===== config.mk =====
export PLATFORM = sky130hd
export DESIGN_NAME = dmem_responder
export DESIGN_NICKNAME = d
export VERILOG_FILES = /design/src/rtl/dmem_responder.sv
export SDC_FILE = /design/constraint.sdc
export NUM_CORES = 1
export LEC_CHECK = 0
export ABC_AREA = 1
export CORE_AREA = 2 2 146 91
export DETAILED_ROUTE_END_ITERATION = 6
export DIE_AREA = 0 0 148 93
export PLACE_DENSITY = 0.74
export SLEW_MARGIN = 20
export SYNTH_ARGS = -nofsm -noshare
export SYNTH_HDL_FRONTEND = slang
export SYNTH_SLANG_ARGS = --single-unit

===== constraint.sdc =====
create_clock -name clk -period 3 [get_ports clk]
set_input_delay 0.9 -clock clk [delete_from_list [all_inputs] [get_ports clk]]
set_output_delay 0.9 -clock clk [all_outputs]
set_load 0.1 [all_outputs]

===== src/rtl/dmem_responder.sv =====
// MEM-stage data-memory responder: turns pipeline loads/stores into req/ack bus cycles with alignment and timeout faults.
// Optional one-entry posted store buffer is compiled in when DMEM_STORE_BUF_EN is defined.
module dmem_responder #(
    parameter int unsigned BUS_TIMEOUT = 255
) (
    input  logic        clk,
    input  logic        reset,
    input  logic        mem_oe,
    input  logic        mem_wr,
    input  logic [31:0] ma,
    input  logic [31:0] mwd,
    output logic [31:0] mrd,
    output logic        mrd_valid,
    output logic        mem_stall,
    output logic        mem_fault,
    output logic        bus_req,
    output logic        bus_we,
    output logic [29:0] bus_addr,
    output logic [31:0] bus_wdata,
    input  logic        bus_ack,
    input  logic [31:0] bus_rdata
);
    typedef enum logic [1:0] {
        IDLE    = 2'd0,
        RD_WAIT = 2'd1,
        WR_WAIT = 2'd2,
        FAULT   = 2'd3
    } state_t;

    localparam logic [7:0] TIMEOUT_C = 8'(BUS_TIMEOUT);

    state_t      state_q, state_d;
    logic [7:0]  cnt_q, cnt_d;
    logic [31:0] mrd_q, mrd_d;
    logic        mrd_valid_q, mrd_valid_d;
    logic        done_q, done_d;
    logic        bus_req_q, bus_req_d;
    logic        bus_we_q, bus_we_d;
    logic [29:0] bus_addr_q, bus_addr_d;
    logic [31:0] bus_wdata_q, bus_wdata_d;
    logic        stall_s, start_rd_s, start_wr_s;
    logic [29:0] wr_addr_s;
    logic [31:0] wr_data_s;
    logic        store_s, load_s, misaligned_s;
`ifdef DMEM_STORE_BUF_EN
    logic        sb_valid_q, sb_valid_d;
    logic [29:0] sb_addr_q, sb_addr_d;
    logic [31:0] sb_data_q, sb_data_d;
`endif

    assign store_s      = mem_wr;
    assign load_s       = mem_oe & ~mem_wr;
    assign misaligned_s = (ma[1:0] != 2'b00);

    // Next-state and output decode; done_q masks the request the pipeline still holds after completion.
    always_comb begin
        state_d     = state_q;
        cnt_d       = cnt_q;
        mrd_d       = mrd_q;
        mrd_valid_d = 1'b0;
        done_d      = 1'b0;
        bus_req_d   = bus_req_q;
        bus_we_d    = bus_we_q;
        bus_addr_d  = bus_addr_q;
        bus_wdata_d = bus_wdata_q;
        stall_s     = 1'b0;
        start_rd_s  = 1'b0;
        start_wr_s  = 1'b0;
        wr_addr_s   = ma[31:2];
        wr_data_s   = mwd;
`ifdef DMEM_STORE_BUF_EN
        sb_valid_d  = sb_valid_q;
        sb_addr_d   = sb_addr_q;
        sb_data_d   = sb_data_q;
`endif
        case (state_q)
            IDLE: begin
                if (done_q) begin
                    stall_s = 1'b0;
                end else if ((store_s || load_s) && misaligned_s) begin
                    stall_s = 1'b1;
                    state_d = FAULT;
                end else if (store_s) begin
`ifdef DMEM_STORE_BUF_EN
                    if (!sb_valid_q) begin
                        sb_valid_d = 1'b1;
                        sb_addr_d  = ma[31:2];
                        sb_data_d  = mwd;
                    end else begin
                        stall_s    = 1'b1;
                        start_wr_s = 1'b1;
                        wr_addr_s  = sb_addr_q;
                        wr_data_s  = sb_data_q;
                    end
`else
                    stall_s    = 1'b1;
                    start_wr_s = 1'b1;
`endif
                end else if (load_s) begin
                    stall_s = 1'b1;
`ifdef DMEM_STORE_BUF_EN
                    if (sb_valid_q && (sb_addr_q == ma[31:2])) begin
                        mrd_d       = sb_data_q;
                        mrd_valid_d = 1'b1;
                        done_d      = 1'b1;
                    end else if (sb_valid_q) begin
                        start_wr_s = 1'b1;
                        wr_addr_s  = sb_addr_q;
                        wr_data_s  = sb_data_q;
                    end else begin
                        start_rd_s = 1'b1;
                    end
`else
                    start_rd_s = 1'b1;
`endif
                end else begin
`ifdef DMEM_STORE_BUF_EN
                    if (sb_valid_q) begin
                        start_wr_s = 1'b1;
                        wr_addr_s  = sb_addr_q;
                        wr_data_s  = sb_data_q;
                    end else begin
                        start_wr_s = 1'b0;
                    end
`else
                    stall_s = 1'b0;
`endif
                end
            end
            RD_WAIT, WR_WAIT: begin
                stall_s = 1'b1;
                if (bus_ack) begin
                    state_d   = IDLE;
                    bus_req_d = 1'b0;
                    bus_we_d  = 1'b0;
                    if (state_q == RD_WAIT) begin
                        mrd_d       = bus_rdata;
                        mrd_valid_d = 1'b1;
                        done_d      = 1'b1;
                    end else begin
`ifdef DMEM_STORE_BUF_EN
                        sb_valid_d = 1'b0;
`else
                        done_d     = 1'b1;
`endif
                    end
                end else if (cnt_q == (TIMEOUT_C - 8'd1)) begin
                    state_d   = FAULT;
                    cnt_d     = cnt_q + 8'd1;
                    bus_req_d = 1'b0;
                    bus_we_d  = 1'b0;
`ifdef DMEM_STORE_BUF_EN
                    sb_valid_d = 1'b0;
`endif
                end else begin
                    cnt_d = cnt_q + 8'd1;
                end
            end
            FAULT: begin
                stall_s = 1'b0;
                state_d = IDLE;
                cnt_d   = 8'd0;
            end
            default: begin
                state_d = IDLE;
            end
        endcase

        if (start_rd_s) begin
            state_d    = RD_WAIT;
            cnt_d      = 8'd0;
            bus_req_d  = 1'b1;
            bus_we_d   = 1'b0;
            bus_addr_d = ma[31:2];
        end else if (start_wr_s) begin
            state_d     = WR_WAIT;
            cnt_d       = 8'd0;
            bus_req_d   = 1'b1;
            bus_we_d    = 1'b1;
            bus_addr_d  = wr_addr_s;
            bus_wdata_d = wr_data_s;
        end else begin
            start_wr_s = 1'b0;
        end
    end

    // State and output registers with synchronous reset.
    always_ff @(posedge clk) begin
        if (reset) begin
            state_q     <= IDLE;
            cnt_q       <= 8'd0;
            mrd_q       <= 32'd0;
            mrd_valid_q <= 1'b0;
            done_q      <= 1'b0;
            bus_req_q   <= 1'b0;
            bus_we_q    <= 1'b0;
            bus_addr_q  <= 30'd0;
            bus_wdata_q <= 32'd0;
`ifdef DMEM_STORE_BUF_EN
            sb_valid_q  <= 1'b0;
            sb_addr_q   <= 30'd0;
            sb_data_q   <= 32'd0;
`endif
        end else begin
            state_q     <= state_d;
            cnt_q       <= cnt_d;
            mrd_q       <= mrd_d;
            mrd_valid_q <= mrd_valid_d;
            done_q      <= done_d;
            bus_req_q   <= bus_req_d;
            bus_we_q    <= bus_we_d;
            bus_addr_q  <= bus_addr_d;
            bus_wdata_q <= bus_wdata_d;
`ifdef DMEM_STORE_BUF_EN
            sb_valid_q  <= sb_valid_d;
            sb_addr_q   <= sb_addr_d;
            sb_data_q   <= sb_data_d;
`endif
        end
    end

    assign mrd       = mrd_q;
    assign mrd_valid = mrd_valid_q;
    assign mem_stall = stall_s & ~reset;
    assign mem_fault = (state_q == FAULT);
    assign bus_req   = bus_req_q;
    assign bus_we    = bus_we_q;
    assign bus_addr  = bus_addr_q;
    assign bus_wdata = bus_wdata_q;
endmodule

==> metrics.md <==
| Metric | Value |
|---|---|
| Most area-hungry cell type in the Yosys netlist | dfxtp_1 |
| Sequential cell fraction of total power | 0.308 |
| Number of nets in the synthesized netlist | 630 |
| Non-filler instance count after layout | 888 |
| Achievable frequency | 0.3444 GHz |
| DRT Wirelength | 11490 um |
| Number of core rows | 32 |
| Number of vias per cell | 4.547 |
| Maximum VDD drop | 0.4470 mV |
| Period utilisation layout | 0.9679 |
| Weighted congestion at the end of routability-driven global placement | 0.7841 |
| Clock tree from TritonCTS | built |
| Number of iterations in the first detailed-routing pass | 4 |
| Buffer count from post-CTS setup fixing | 0 |
| Outcome | completed |
| Sort of element at the end of the critical path | output pin |
| Boundary Pins | 200 |
| Leading cell types by count after synthesis | nor2_1, dfxtp_1, o21ai_0 |
| Maximum cell stage delay along the critical path | 500 ps |
| Cell variety after synth | 26 |
| Switching share of total power | 0.4885 |
| Half-perimeter wire length of the detailed placement result | 8284 um |
| Arrival @ worst endpoint | 2000 ps |
| Global-route congestion overflow total | 0 |
| Share of the synthesized area in the top cell type | 0.5385 |
| Area of the mapped netlist | 4015 sq um |
| Number of maximum-capacitance constraint violations | 0 |
| Master of the slowest instance on the critical path | clkdlybuf4s50_1 |
| Worst Path Buf+Inv | 3 |
| Cell Int Power | 2.991 mW |
| Async set-reset flop share out of synthesis | 0 |
| Skew final | 7.988 ps |
| Total power per unit cell area | 942.8 nW/um^2 |
| Actual transition at the worst max-transition pin | 784.0 ps |
| Setup Viol. Count Final | 0 |
| CTS max path bufs | 2 |
| Share of synthesized area occupied by flip-flops and latches | 0.5385 |
| Relative contribution of combinational cells to total power | 0.482 |
| Proportion of layout cells with a drive suffix above 1 | 0.1838 |
| Clock slew at reported path FFs | 70 ps |
| Number of DRC violations after detailed routing | 0 |
| Area taken by flip-flops and latches | 2162 sq um |
| Worst hold margin | 465.8 ps |
| Routed Antenna Nets | 0 |
| Via count of the first global-routing pass | 3913 |
| Num Clock Sinks | 108 |
| Area enclosed by the die boundary | 13760 sq um |
| Worst slew slack as a fraction of its limit | 0.4773 |
| Global router's overall resource usage | 0.1669 |
| Avg Cell Area, Syn | 7.662 sq um |
| Setup repair after global routing missed its margin | false |
| Initial detailed-routing violation count | 126 |
| Number of H-tree levels | 3 |
| # diodes | 0 |
| CP delay by family, top | buffers and inverters |
| Number of port buffers | 199 |
| Detailed-route via count | 4038 |
| Global-route wire length before repair | 18700 um |
| Max-slew violations | 0 |
| Maximum number of pins on one net before global-route repair | 97 |
| Syn. warnings | 0 |
| Cts-stage hold buffer count | 0 |
| Critical Path Start Type | input port |
| Area overhead of the layout relative to synthesis | 54.47% |
| Layout filler cell count | 1208 |
| Most area-consuming cells after synthesis | dfxtp_1, nor2_1, o21ai_0 |
| Clk root buf | clkbuf_16 |
| Switching Power | 2.857 mW |
| Later-pin clock latency in the skew report | 340 ps |
| Final standard cell utilization of the core | 0.4965 |
| DIE WIDTH | 148 um |
| Inserted Clock Buffers | 9 |
| Final critical-path required period | 2904 ps |
| Number of enable-type register cells in the synthesized netlist | 0 |
| Total Negative Setup Slacks | 0 ps |
| Most repeated cell in the gate-level netlist after synthesis | nor2_1 |
| Primary FF master, synth | dfxtp_1 |
| Leakage Power | 2.682 nW |
| Pre-CTS WS | 100.9 ps |
| Synth Register Bits | 108 |
| Core Box Area | 12490 sq um |
| Inst Count DP | 872 |
| Clk network pwr share | 0.210 |
| Worst Setup Path Type | input port to output pin |
| Gate count after technology mapping | 524 |
| Detailed-route wire length per cell | 12.94 um |
| Post-cts gate resize count | 0 |
| Die Y-Extent | 93 um |
| Number of hold violations in the final report | 0 |
| Worst min path class | flop to flop |
| Antenna violations before repair | 0 |
| Ordered list of cells on the worst path | clkdlybuf4s50_1, inv_1, nand3_1, o2111a_1, buf_12 |
| Required time worst endpoint | 2100 ps |
| Final layout net count | 819 |
| Highest net fanout along the worst path | 3 |
| Minimum setup slack in the final design | 96.23 ps |
| Area of combinational cells with multiple inputs | 1642 sq um |
| Effective utilization at floorplan | 0.3214 |
placed cells by master (no fill, tap or decap), types with 2 or more instances in the layout:
cell type,count
o21ai_1,8
inv_2,2
o21ai_0,89
inv_6,2
clkinv_4,2
a21oi_1,7
nand2_2,2
buf_4,105
nand2_1,34
clkdlybuf4s50_1,100
inv_1,16
nor2_1,203
xor2_1,3
clkbuf_16,9
xnor2_1,2
nand3_1,7
nor2_2,3
dfxtp_1,108
ha_1,5
metrics by stage:
stage | total power, mW | area [sq um]
5_1_grt | 6.133 | 6202
3_5_place_dp | 4.658 | 5893
3_3_place_gp | 4.618 | 5893
4_1_cts | 5.903 | 6202
6_report | 5.847 | 6202
2_1_floorplan | 3.999 | 4015
cell type report:
type	count	area share
Timing Repair Buffer	206	0.2917
Multi-Input combinational cell	370	0.2647
Clock inverter	6	0.01130
Clock buffer	10	0.03853
Sequential cell	108	0.3486
Tap cell	170	0.03429
Inverter	18	0.01089
final timing paths:
path	start	end	slack, ps	depth (start not counted)
min	bus_req	bus_req	470	2
max	mem_wr	mem_stall	100	5
min reg2reg	bus_req	bus_req	470	2
max reg2reg	state_q[0]	bus_addr[6]	1160	9
worst min-delay path: cells and delay by family, from the launching register on:
| family | cells | cell delay, ps |
|---|---|---|
| flops | 1 | 310 |
| compound gates | 1 | 50 |
| simple gates | 1 | 60 |
registers in the layout (all words and copies together) (netlist names), 2 cells and up:
register,count
bus_wdata,32
bus_addr,30
state_q,2
mrd,32
cnt_q,8
cell families after synthesis:
kind of cell / count (synthesis) / share of synthesized area
adders and majority gates: 5 / 0.01558
xor gates and xnor gates: 5 / 0.01091
and+or+nand+nor: 254 / 0.2477
buffers and inverters: 46 / 0.05266
DFF: 108 / 0.5385
AOI/OAI and AO/OA: 106 / 0.1346
layer usage:
metal,up-vias,wire length [um],GRT usage
met5,-,0,0
met4,0,80,0.03810
met3,7,1179,0.07073
met2,162,4928,0.2589
met1,1828,5301,0.2165
li1,2041,-,-
power groups by stage:
| stage | clock [mW] | sequential [mW] | combinational (mW) |
|---|---|---|---|
| final | 1.23 | 1.80 | 2.82 |
| after global placement | 0 | 1.82 | 2.80 |
| after global routing | 1.33 | 1.83 | 2.97 |
| after floorplan | 0 | 3.32 | 0.677 |
| after CTS | 1.27 | 1.80 | 2.83 |
| after detailed placement | 0 | 1.83 | 2.83 |
No activity file was read; power rests on OpenSTA's default activity.
